### config.mk
export PLATFORM = sky130hd
export DESIGN_NAME = mmio_slot_ctrl
export DESIGN_NICKNAME = d
export VERILOG_FILES = /design/src/rtl/mmio_pkg.sv /design/src/rtl/mmio_addr_decode.sv /design/src/rtl/mmio_slot_ctrl.sv
export SDC_FILE = /design/constraint.sdc
export NUM_CORES = 1
export LEC_CHECK = 0
export CORE_MARGIN = 4
export CORE_UTILIZATION = 37
export CTS_CLUSTER_DIAMETER = 120
export CTS_CLUSTER_SIZE = 14
export DETAILED_ROUTE_END_ITERATION = 16
export GPL_ROUTABILITY_DRIVEN = 0
export HOLD_SLACK_MARGIN = 0.03
export PLACE_DENSITY = 0.84
export SYNTH_ARGS = -nofsm -noshare
export SYNTH_HDL_FRONTEND = slang
export SYNTH_SLANG_ARGS = --single-unit
### constraint.sdc
create_clock -name clk -period 2.3 [get_ports clk]
set_input_delay 0.345 -clock clk [delete_from_list [all_inputs] [get_ports clk]]
set_output_delay 0.345 -clock clk [all_outputs]
set_load 0.005 [all_outputs]
### src/rtl/mmio_pkg.sv
// rtl/mmio_pkg.sv - shared types and constants for the MMIO slot controller
package mmio_pkg;
  typedef enum logic [1:0] {IDLE, ACCESS, RESP} state_t;

  localparam int          DATA_W          = 32;
  localparam logic [31:0] IO_BASE_DEFAULT = 32'hC000_0000;
endpackage

### src/rtl/mmio_addr_decode.sv
// rtl/mmio_addr_decode.sv - splits a bus request into slot index, word offset and decode error
module mmio_addr_decode
  import mmio_pkg::*;
#(
  parameter int          NUM_SLOTS      = 4,
  parameter int          SLOT_ADDR_BITS = 6,
  parameter logic [31:0] BASE_ADDR      = IO_BASE_DEFAULT,
  parameter int          IDX_W          = 2
) (
  input  logic [31:0]               addr_i,
  input  logic                      rd_i,
  input  logic                      wr_i,
  output logic [IDX_W-1:0]          idx_o,
  output logic [SLOT_ADDR_BITS-1:0] offset_o,
  output logic                      decode_err_o
);
  localparam int          LO      = SLOT_ADDR_BITS + 2 + IDX_W;
  localparam logic [31:0] UP_MASK = 32'hFFFF_FFFF << LO;

  logic [IDX_W-1:0] idx;
  logic             upper_err;
  logic             idx_err;
  logic             unused_lsb;

  assign idx       = addr_i[LO-1 -: IDX_W];
  assign offset_o  = addr_i[SLOT_ADDR_BITS+1:2];
  assign idx_o     = idx;
  assign upper_err = ((addr_i ^ BASE_ADDR) & UP_MASK) != 32'h0;
  assign idx_err   = int'({1'b0, idx}) >= NUM_SLOTS;
  // Exactly one of read/write must be requested.
  assign decode_err_o = upper_err | idx_err | (rd_i == wr_i);
  assign unused_lsb   = ^addr_i[1:0];
endmodule

### src/rtl/mmio_slot_ctrl.sv
// rtl/mmio_slot_ctrl.sv - decoded, handshaked MMIO slot controller with timeout and error counter
module mmio_slot_ctrl
  import mmio_pkg::*;
#(
  parameter int          NUM_SLOTS      = 4,
  parameter int          SLOT_ADDR_BITS = 6,
  parameter logic [31:0] BASE_ADDR      = IO_BASE_DEFAULT,
  parameter int          TIMEOUT_CYCLES = 16
) (
  input  logic                        clk,
  input  logic                        reset_in,
  input  logic [31:0]                 bus_addr,
  input  logic [DATA_W-1:0]           bus_wr_data,
  input  logic                        bus_cs,
  input  logic                        bus_wr,
  input  logic                        bus_rd,
  output logic [DATA_W-1:0]           bus_rd_data,
  output logic                        bus_ready,
  output logic                        bus_err,
  output logic [NUM_SLOTS-1:0]        slot_cs,
  output logic                        slot_wr,
  output logic                        slot_rd,
  output logic [SLOT_ADDR_BITS-1:0]   slot_addr,
  output logic [DATA_W-1:0]           slot_wr_data,
  input  logic [NUM_SLOTS*DATA_W-1:0] slot_rd_data,
  input  logic [NUM_SLOTS-1:0]        slot_ack,
  output logic [7:0]                  err_count
);
  localparam int IDX_W = (NUM_SLOTS > 1) ? $clog2(NUM_SLOTS) : 1;
  localparam int CNT_W = $clog2(TIMEOUT_CYCLES + 1);

  state_t                    state_q, state_d;
  logic [IDX_W-1:0]          idx_q, idx_d;
  logic [SLOT_ADDR_BITS-1:0] off_q, off_d;
  logic [DATA_W-1:0]         wdata_q, wdata_d;
  logic                      wr_q, wr_d, rd_q, rd_d;
  logic [CNT_W-1:0]          cnt_q, cnt_d;
  logic                      err_q, err_d;
  logic [DATA_W-1:0]         rdata_q, rdata_d;
  logic [7:0]                errcnt_q, errcnt_d;

  logic [IDX_W-1:0]          dec_idx;
  logic [SLOT_ADDR_BITS-1:0] dec_off;
  logic                      dec_err;
  logic                      ack_sel;
  logic [DATA_W-1:0]         rd_sel;

  // Decoding the live request lets a decode error answer in the first cycle.
  mmio_addr_decode #(
    .NUM_SLOTS      (NUM_SLOTS),
    .SLOT_ADDR_BITS (SLOT_ADDR_BITS),
    .BASE_ADDR      (BASE_ADDR),
    .IDX_W          (IDX_W)
  ) u_decode (
    .addr_i       (bus_addr),
    .rd_i         (bus_rd),
    .wr_i         (bus_wr),
    .idx_o        (dec_idx),
    .offset_o     (dec_off),
    .decode_err_o (dec_err)
  );

  always_comb begin
    ack_sel = 1'b0;
    rd_sel  = '0;
    slot_cs = '0;
    for (int k = 0; k < NUM_SLOTS; k++) begin
      if (int'({1'b0, idx_q}) == k) begin
        ack_sel    = slot_ack[k];
        rd_sel     = slot_rd_data[k*DATA_W +: DATA_W];
        slot_cs[k] = (state_q == ACCESS);
      end
    end
  end

  always_comb begin
    state_d  = state_q;
    idx_d    = idx_q;
    off_d    = off_q;
    wdata_d  = wdata_q;
    wr_d     = wr_q;
    rd_d     = rd_q;
    cnt_d    = cnt_q;
    err_d    = err_q;
    rdata_d  = rdata_q;
    errcnt_d = errcnt_q;
    case (state_q)
      IDLE: begin
        if (bus_cs) begin
          idx_d   = dec_idx;
          off_d   = dec_off;
          wdata_d = bus_wr_data;
          wr_d    = bus_wr;
          rd_d    = bus_rd;
          cnt_d   = '0;
          rdata_d = '0;
          err_d   = dec_err;
          state_d = dec_err ? RESP : ACCESS;
        end
      end
      ACCESS: begin
        if (ack_sel) begin
          state_d = RESP;
          err_d   = 1'b0;
          if (rd_q) rdata_d = rd_sel;
        end else if (cnt_q == CNT_W'(TIMEOUT_CYCLES - 1)) begin
          state_d = RESP;
          err_d   = 1'b1;
        end else begin
          cnt_d = cnt_q + CNT_W'(1);
        end
      end
      RESP:    state_d = IDLE;
      default: state_d = IDLE;
    endcase
    // Count on entry to RESP so the new value is visible alongside bus_ready.
    if (state_q != RESP && state_d == RESP && err_d && errcnt_q != 8'hFF)
      errcnt_d = errcnt_q + 8'd1;
  end

  always_ff @(posedge clk or negedge reset_in) begin
    if (!reset_in) begin
      state_q  <= IDLE;
      idx_q    <= '0;
      off_q    <= '0;
      wdata_q  <= '0;
      wr_q     <= 1'b0;
      rd_q     <= 1'b0;
      cnt_q    <= '0;
      err_q    <= 1'b0;
      rdata_q  <= '0;
      errcnt_q <= '0;
    end else begin
      state_q  <= state_d;
      idx_q    <= idx_d;
      off_q    <= off_d;
      wdata_q  <= wdata_d;
      wr_q     <= wr_d;
      rd_q     <= rd_d;
      cnt_q    <= cnt_d;
      err_q    <= err_d;
      rdata_q  <= rdata_d;
      errcnt_q <= errcnt_d;
    end
  end

  assign bus_ready    = (state_q == RESP);
  assign bus_err      = (state_q == RESP) & err_q;
  assign bus_rd_data  = rdata_q;
  assign slot_wr      = (state_q == ACCESS) & wr_q;
  assign slot_rd      = (state_q == ACCESS) & rd_q;
  assign slot_addr    = off_q;
  assign slot_wr_data = wdata_q;
  assign err_count    = errcnt_q;
endmodule

==> Flow_metrics.wiki, run 1 <==
{| class="wikitable"
! Metric !! Value
|-
| DRC violations left || 0
|-
| Final min period || 2.18 ns
|-
| Highest clock frequency the design can meet || ~460 MHz
|-
| Slack of the worst reg-to-reg path || 0.19 ns
|-
| Number of nets at the end of the flow || about 860
|-
| Final core utilization || 0.665
|-
| Fraction of final layout cells sized beyond drive strength 1 || 0.183
|-
| Number of enable-type register cells in the synthesized netlist || 0
|-
| Cts bufs inserted || 9
|-
| Number of warning messages in the yosys log || 0
|-
| Total non-filler cell area in the finished layout || between 8000 and 9000 µm²
|-
| Total of flip-flops plus latches after synthesis || 90
|-
| Hold WS || between 0.4 and 0.5 ns
|-
| Number of cell rows || 40
|-
| Worst slew pin tran || 0.450 ns
|-
| Number of DRC markers in iteration 0 || 224
|-
| Total congestion overflow || 0
|-
| Data required time of the worst path || 1.96 ns
|-
| Count of TritonRoute iterations in the first routing pass || 4
|-
| Startpoint types || register
|-
| Post-detailed-placement half-perimeter wirelength || 12000 µm
|-
| TritonCTS clock tree || built
|-
| Floorplan die width || between 100 and 150 µm
|-
| Post-DRT Antenna Nets || 0
|-
| Count of endpoints failing setup in the final report || 0
|-
| Count of antenna diodes in the layout || 0
|-
| Flip-flop cell with the highest count after synthesis || dfrtp_1
|-
| Wire length reported by the detailed router || 14800 µm
|-
| Critical path class || register to primary output
|-
| Count of buffers inserted at the top-level ports || between 200 and 300
|-
| Sequential cell area fraction in the yosys report || 0.487
|-
| Setup repair after global routing missed its margin || false
|-
| Initial core utilization || 0.382
|-
| Crit. Startpoint || state_q[1]$_DFF_PN0_
|-
| Worst max-slew margin expressed relative to the limit || 0.699
|-
| Most common library cell in the layout ignoring fill and taps || clkdlybuf4s50_1
|-
| Number of unique standard cell types used by synthesis || 42
|-
| Clk_lat worst skew || 0.33 ns
|-
| Final slew viol count || 0
|-
| Largest buffer count on any clock path || 2
|-
| Critical register-to-register path startpoint || cnt_q[0]$_DFFE_PN0P_
|-
| Die footprint || 14400 µm²
|-
| Routed len/inst || 17.9 µm
|-
| Leakage power || about 3.1 nW
|-
| Period utilisation layout || 0.948
|-
| Power Dens Cells || about 600 nW/µm²
|-
| Netlist Area Pre-Place || 4620 µm²
|-
| Async S/R FF share, synth || 1.00
|-
| Worst hold path class || register to register
|-
| Largest net degree at the start of global routing || 65
|-
| Highest ir drop seen on vdd || 0.305 mV
|-
| Number of max-capacitance violations reported || 0
|-
| First-pass GRT wire length || 23100 µm
|-
| Placeable core area || 12100 µm²
|-
| Critical path peak fanout || 8
|-
| Hold Path Origin || bus_rd_data[29]$_DFFE_PN0P_
|-
| Most frequent cells in the layout || clkdlybuf4s50_1 (283), dfrtp_1 (89), nand2_1 (70)
|-
| Total number of vias || between 4000 and 5000
|-
| Via count of the first global-routing pass || about 4400
|-
| Library cell used as clock root buffer || clkbuf_16
|-
| Arrival time at the worst endpoint || 1.84 ns
|-
| Synthesized area per cell || 12.6 µm²
|-
| Die extent in y || 120 µm
|-
| H-tree level count || 3
|-
| Post-synthesis instance total || around 370
|-
| Status || complete, no violations
|-
| Dpl cell area || 7720 µm²
|-
| Antenna violations before repair || 0
|-
| Boundary pin count || between 200 and 300
|-
| Category of the worst setup path capture point || primary output
|-
| Detail-routed via count per cell || approximately 5.0
|-
| Combined global-route utilization of all metal layers || 0.204
|-
| Clock Sinks || 90
|-
| Syn Nets || 571
|-
| Worst clock skew || 0.00857 ns
|-
| CTS clk-pin slew, worst paths || approximately 0.060 ns
|-
| Area grow syn2layout || 74.1%
|-
| Hold Fails Final Rpt || 0
|}
flip-flops by register name, indices dropped and copies added (netlist names):
register	cells
state_q	2
idx_q	2
slot_wr_data	32
rd_q	1
slot_addr	6
cnt_q	5
bus_rd_data	32
err_count	8
wr_q	1
err_q	1
synthesized netlist by cell type, types with 6 or more instances:
library cell  number  share of area
nor2_1             6         0.0049
mux2_2            42           0.10
o21ai_1           31          0.034
buf_2             13          0.014
mux4_2            33           0.16
clkbuf_1           9         0.0073
o211ai_1           6         0.0097
dfrtp_1           90           0.49
nand2_1           70          0.057
xnor2_1            8          0.015
worst max-delay path, cell delays in order (launching register included):
cell and delay [ns]:
dfrtp_1 0.49, nor3b_2 0.34, nor2b_1 0.17, clkdlybuf4s50_1 0.51
path summary, 6_finish.rpt:
path	to	depth (start not counted)
worst max-delay path	slot_cs[0]	3
worst min-delay path	bus_rd_data[29]$_DFFE_PN0P_	2
worst max register to register	err_count[1]$_DFFE_PN0P_	8
worst min register to register	bus_rd_data[29]$_DFFE_PN0P_	2
max in group asynchronous	slot_addr[1]$_DFFE_PN0P_	3
min in group asynchronous	slot_wr_data[15]$_DFFE_PN0P_	2
layout make-up:
cell class,instances,area (µm²)
clock buffers,10,229
inverters,2,7.51
flip-flops and latches,90,2250
repair buffers,298,2990
clock inverters,6,88.8
fillers,905,4060
multi-input cells,251,2280
well taps,168,210
report_power, final:
part / leakage, nW / internal (mW) / switching, mW
Combinational: 1.84 / 0.931 / 0.425
Clock: 0.149 / 0.954 / 0.606
Sequential: 1.15 / 1.75 / 0.136
stage by stage:
stage	total power, mW	setup slack (ns)	cells	TNS, ns
final	4.80	0.120	825	0
after global routing	5.02	0.00246	825	0
after CTS	4.87	0.0430	825	0
after detailed placement	3.29	-0.0860	808	-0.404
after global placement	3.24	-0.0607	808	-0.236
after floorplan	2.45	0.344	367	0
cell families (layout without fill, tap and decap cells):
logic type      Yosys count  after routing  synth area share
compound gates           53             53            0.0809
fa+ha+maj                 3              3           0.00812
buf+inv                  26            316            0.0254
mux                      78             78             0.271
flops                    90             90             0.487
simple gates            107            107             0.109
xor+xnor                 10             10            0.0189
timing repair:
action,CTS,global route
buffers inserted,0,0
gates resized for setup,0,1
setup endpoints to repair,0,2
hold buffers,1,0
endpoints found under the hold margin,31,0
routing by layer:
layer | vias to the layer above | wire length [µm] | GRT usage
met2 | 192 | 7450 | 0.352
met3 | 27 | 1200 | 0.0598
met4 | 0 | 364 | 0.0716
li1 | 1909 | - | -
met5 | - | 0 | 0
met1 | 1967 | 5750 | 0.243
Power figures use the tool's default switching activity.
==> inputs of run 2 (changes only) <==
SETUP_SLACK_MARGIN = 0.2   (was unset)
==> Flow_metrics.wiki, run 2 (synthesis results as in run 1) <==
{| class="wikitable"
! Metric !! Value
|-
| Highest ir drop seen on vdd || 0.305 mV (about the same)
|-
| Number of nets at the end of the flow || 869 (+1.5%)
|-
| Cell Count, Final, Fillers Out || 838 (+1.6%)
|-
| Area grow syn2layout || 78.7%
|-
| Worst hold path class || input pin to register
|-
| Category of the worst setup path capture point || register
|-
| Depth of the worst register-to-register path || 9 (+1)
|-
| Clk_lat worst skew || 0.33 ns (about the same)
|-
| Period utilisation layout || 0.895 (-0.0525)
|-
| Hold WS || 0.443 ns (-0.0403 ns)
|-
| Most frequent cells in the layout || clkdlybuf4s50_1 (277), dfrtp_1 (86), nand2_1 (70)
|-
| Number of DRC markers in iteration 0 || 207 (-7.6%)
|-
| TritonCTS clock tree || built
|-
| Final slew viol count || 0 (unchanged)
|-
| Dpl cell area || 7720 µm² (unchanged)
|-
| Power Dens Cells || 588 nW/µm² (-1.4%)
|-
| Cts bufs inserted || 9 (unchanged)
|-
| Worst slew pin tran || 0.444 ns (-0.00579 ns)
|-
| Count of antenna diodes in the layout || 0 (unchanged)
|-
| Highest clock frequency the design can meet || 486 MHz (+5.9%)
|-
| Hold Path Origin || bus_addr[24]
|-
| H-tree level count || 3 (unchanged)
|-
| Hold Fails Final Rpt || 0 (unchanged)
|-
| First-pass GRT wire length || 23600 µm (+1.8%)
|-
| Die footprint || 14400 µm² (unchanged)
|-
| Boundary pin count || 287 (unchanged)
|-
| Critical path peak fanout || 7 (-1)
|-
| Largest net degree at the start of global routing || 65 (unchanged)
|-
| DRC violations left || 0 (unchanged)
|-
| Library cell used as clock root buffer || clkbuf_16
|-
| Count of TritonRoute iterations in the first routing pass || 4 (unchanged)
|-
| Worst clock skew || 0.00844 ns (-0.000131 ns)
|-
| Number of max-capacitance violations reported || 0 (unchanged)
|-
| Placeable core area || 12100 µm² (unchanged)
|-
| Arrival time at the worst endpoint || 2.27 ns (+0.43 ns)
|-
| Critical path class || register to register
|-
| Hold path cells || 5 (+3)
|-
| CTS clk-pin slew, worst paths || 0.07 ns (about the same)
|-
| Detail-routed via count per cell || 4.98 (+0.42%)
|-
| Count of endpoints failing setup in the final report || 0 (unchanged)
|-
| Total non-filler cell area in the finished layout || 8260 µm² (+2.6%)
|-
| Worst flop-to-flop path endpoint || err_count[1]$_DFFE_PN0P_
|-
| Leakage power || 3.30 nW (+5.5%)
|-
| Count of buffers inserted at the top-level ports || 284 (unchanged)
|-
| Total congestion overflow || 0 (unchanged)
|-
| Status || complete, no violations
|-
| Total number of vias || 4177 (+2.0%)
|-
| Data required time of the worst path || 2.51 ns (+0.55 ns)
|-
| Worst max-slew margin expressed relative to the limit || 0.701 (+0.00170)
|-
| Floorplan die width || 120 µm (unchanged)
|-
| Number of cell rows || 40 (unchanged)
|-
| Combined global-route utilization of all metal layers || 0.208 (+0.00435)
|-
| Startpoint types || register
|-
| Die extent in y || 120 µm (unchanged)
|-
| Final setup slack of the worst path || 0.241 ns (+0.121 ns)
|-
| Post-DRT Antenna Nets || 0 (unchanged)
|-
| Crit. Startpoint || cnt_q[1]$_DFFE_PN0P_
|-
| Post-place setup slack || -0.0860 ns (unchanged)
|-
| Most common library cell in the layout ignoring fill and taps || clkdlybuf4s50_1
|-
| Fraction of final layout cells sized beyond drive strength 1 || 0.216 (+0.0338)
|-
| Initial core utilization || 0.382 (unchanged)
|-
| Largest buffer count on any clock path || 2 (unchanged)
|-
| Final core utilization || 0.682 (+0.0174)
|-
| Slack of the worst reg-to-reg path || 0.24 ns (+0.05 ns)
|-
| Antenna violations before repair || 0 (unchanged)
|-
| Via count of the first global-routing pass || 4470 (+1.2%)
|-
| Clock Sinks || 90 (unchanged)
|-
| Final min period || 2.06 ns (-0.121 ns)
|-
| Setup repair after global routing missed its margin || true
|-
| Critical register-to-register path startpoint || cnt_q[1]$_DFFE_PN0P_
|-
| Wire length reported by the detailed router || 15500 µm (+5.0%)
|-
| Worst-case hold path end point || state_q[0]$_DFF_PN0_
|-
| Post-detailed-placement half-perimeter wirelength || 12000 µm (unchanged)
|-
| Routed len/inst || 18.5 µm (+3.3%)
|-
| # placed instances || 808 (unchanged)
|}
[run 2: power breakdown]
group | total (mW) | internal, mW | switching [mW]
logic | 1.40 | 0.961 | 0.440
clock network | 1.57 | 0.955 | 0.613
registers | 1.89 | 1.75 | 0.138
[run 2: worst max-delay path, cell delays in order, from the launching register on]
cell and delay [ns]:
dfrtp_1 0.39, ha_2 0.19, and3_4 0.17, ha_4 0.16, and2b_1 0.17, nor2_2 0.16, a211oi_4 0.07, buf_12 0.16
o21ai_4 0.16, mux2_4 0.31
[run 2: cell type report]
type | instances | area [µm²]
Fill cell | 884 | 3850
Timing Repair Buffer | 311 | 3140
Multi-Input combinational cell | 251 | 2330
Sequential cell | 90 | 2260
Clock buffer | 10 | 229
Tap cell | 168 | 210
Clock inverter | 6 | 88.8
Inverter | 2 | 7.51
[run 2: worst max path at each step]
stage / to / cells past startpoint / slack, ns
5_1_grt: cnt_q[3]$_DFFE_PN0P_ / 8 / 0.16
2_1_floorplan: err_count[1]$_DFFE_PN0P_ / 8 / 0.34
3_5_place_dp: err_count[5]$_DFFE_PN0P_ / 6 / -0.09
4_1_cts: slot_cs[2] / 3 / 0.20
6_report: err_count[1]$_DFFE_PN0P_ / 9 / 0.24
3_3_place_gp: err_count[1]$_DFFE_PN0P_ / 6 / -0.06
[run 2: what timing repair did]
item	CTS	global route
gates resized for setup	6	16
buffers inserted	2	10
hold endpoints to repair	31	0
setup endpoints to repair	7	16
pin swaps	0	11
hold buffers	1	0
cloned	1	0
[run 2: stage by stage]
step           total power, mW  setup TNS, ns
3_5_place_dp              3.29         -0.404
3_3_place_gp              3.24         -0.236
6_report                  4.86              0
2_1_floorplan             2.45              0
5_1_grt                   5.08              0
4_1_cts                   4.91              0
[run 2: layer usage]
layer,track usage,up-vias,wire [µm]
li1,-,1938,-
met1,0.250,2009,5990
met2,0.360,201,7900
met3,0.0594,29,1220
met4,0.0702,0,395
met5,0,-,0
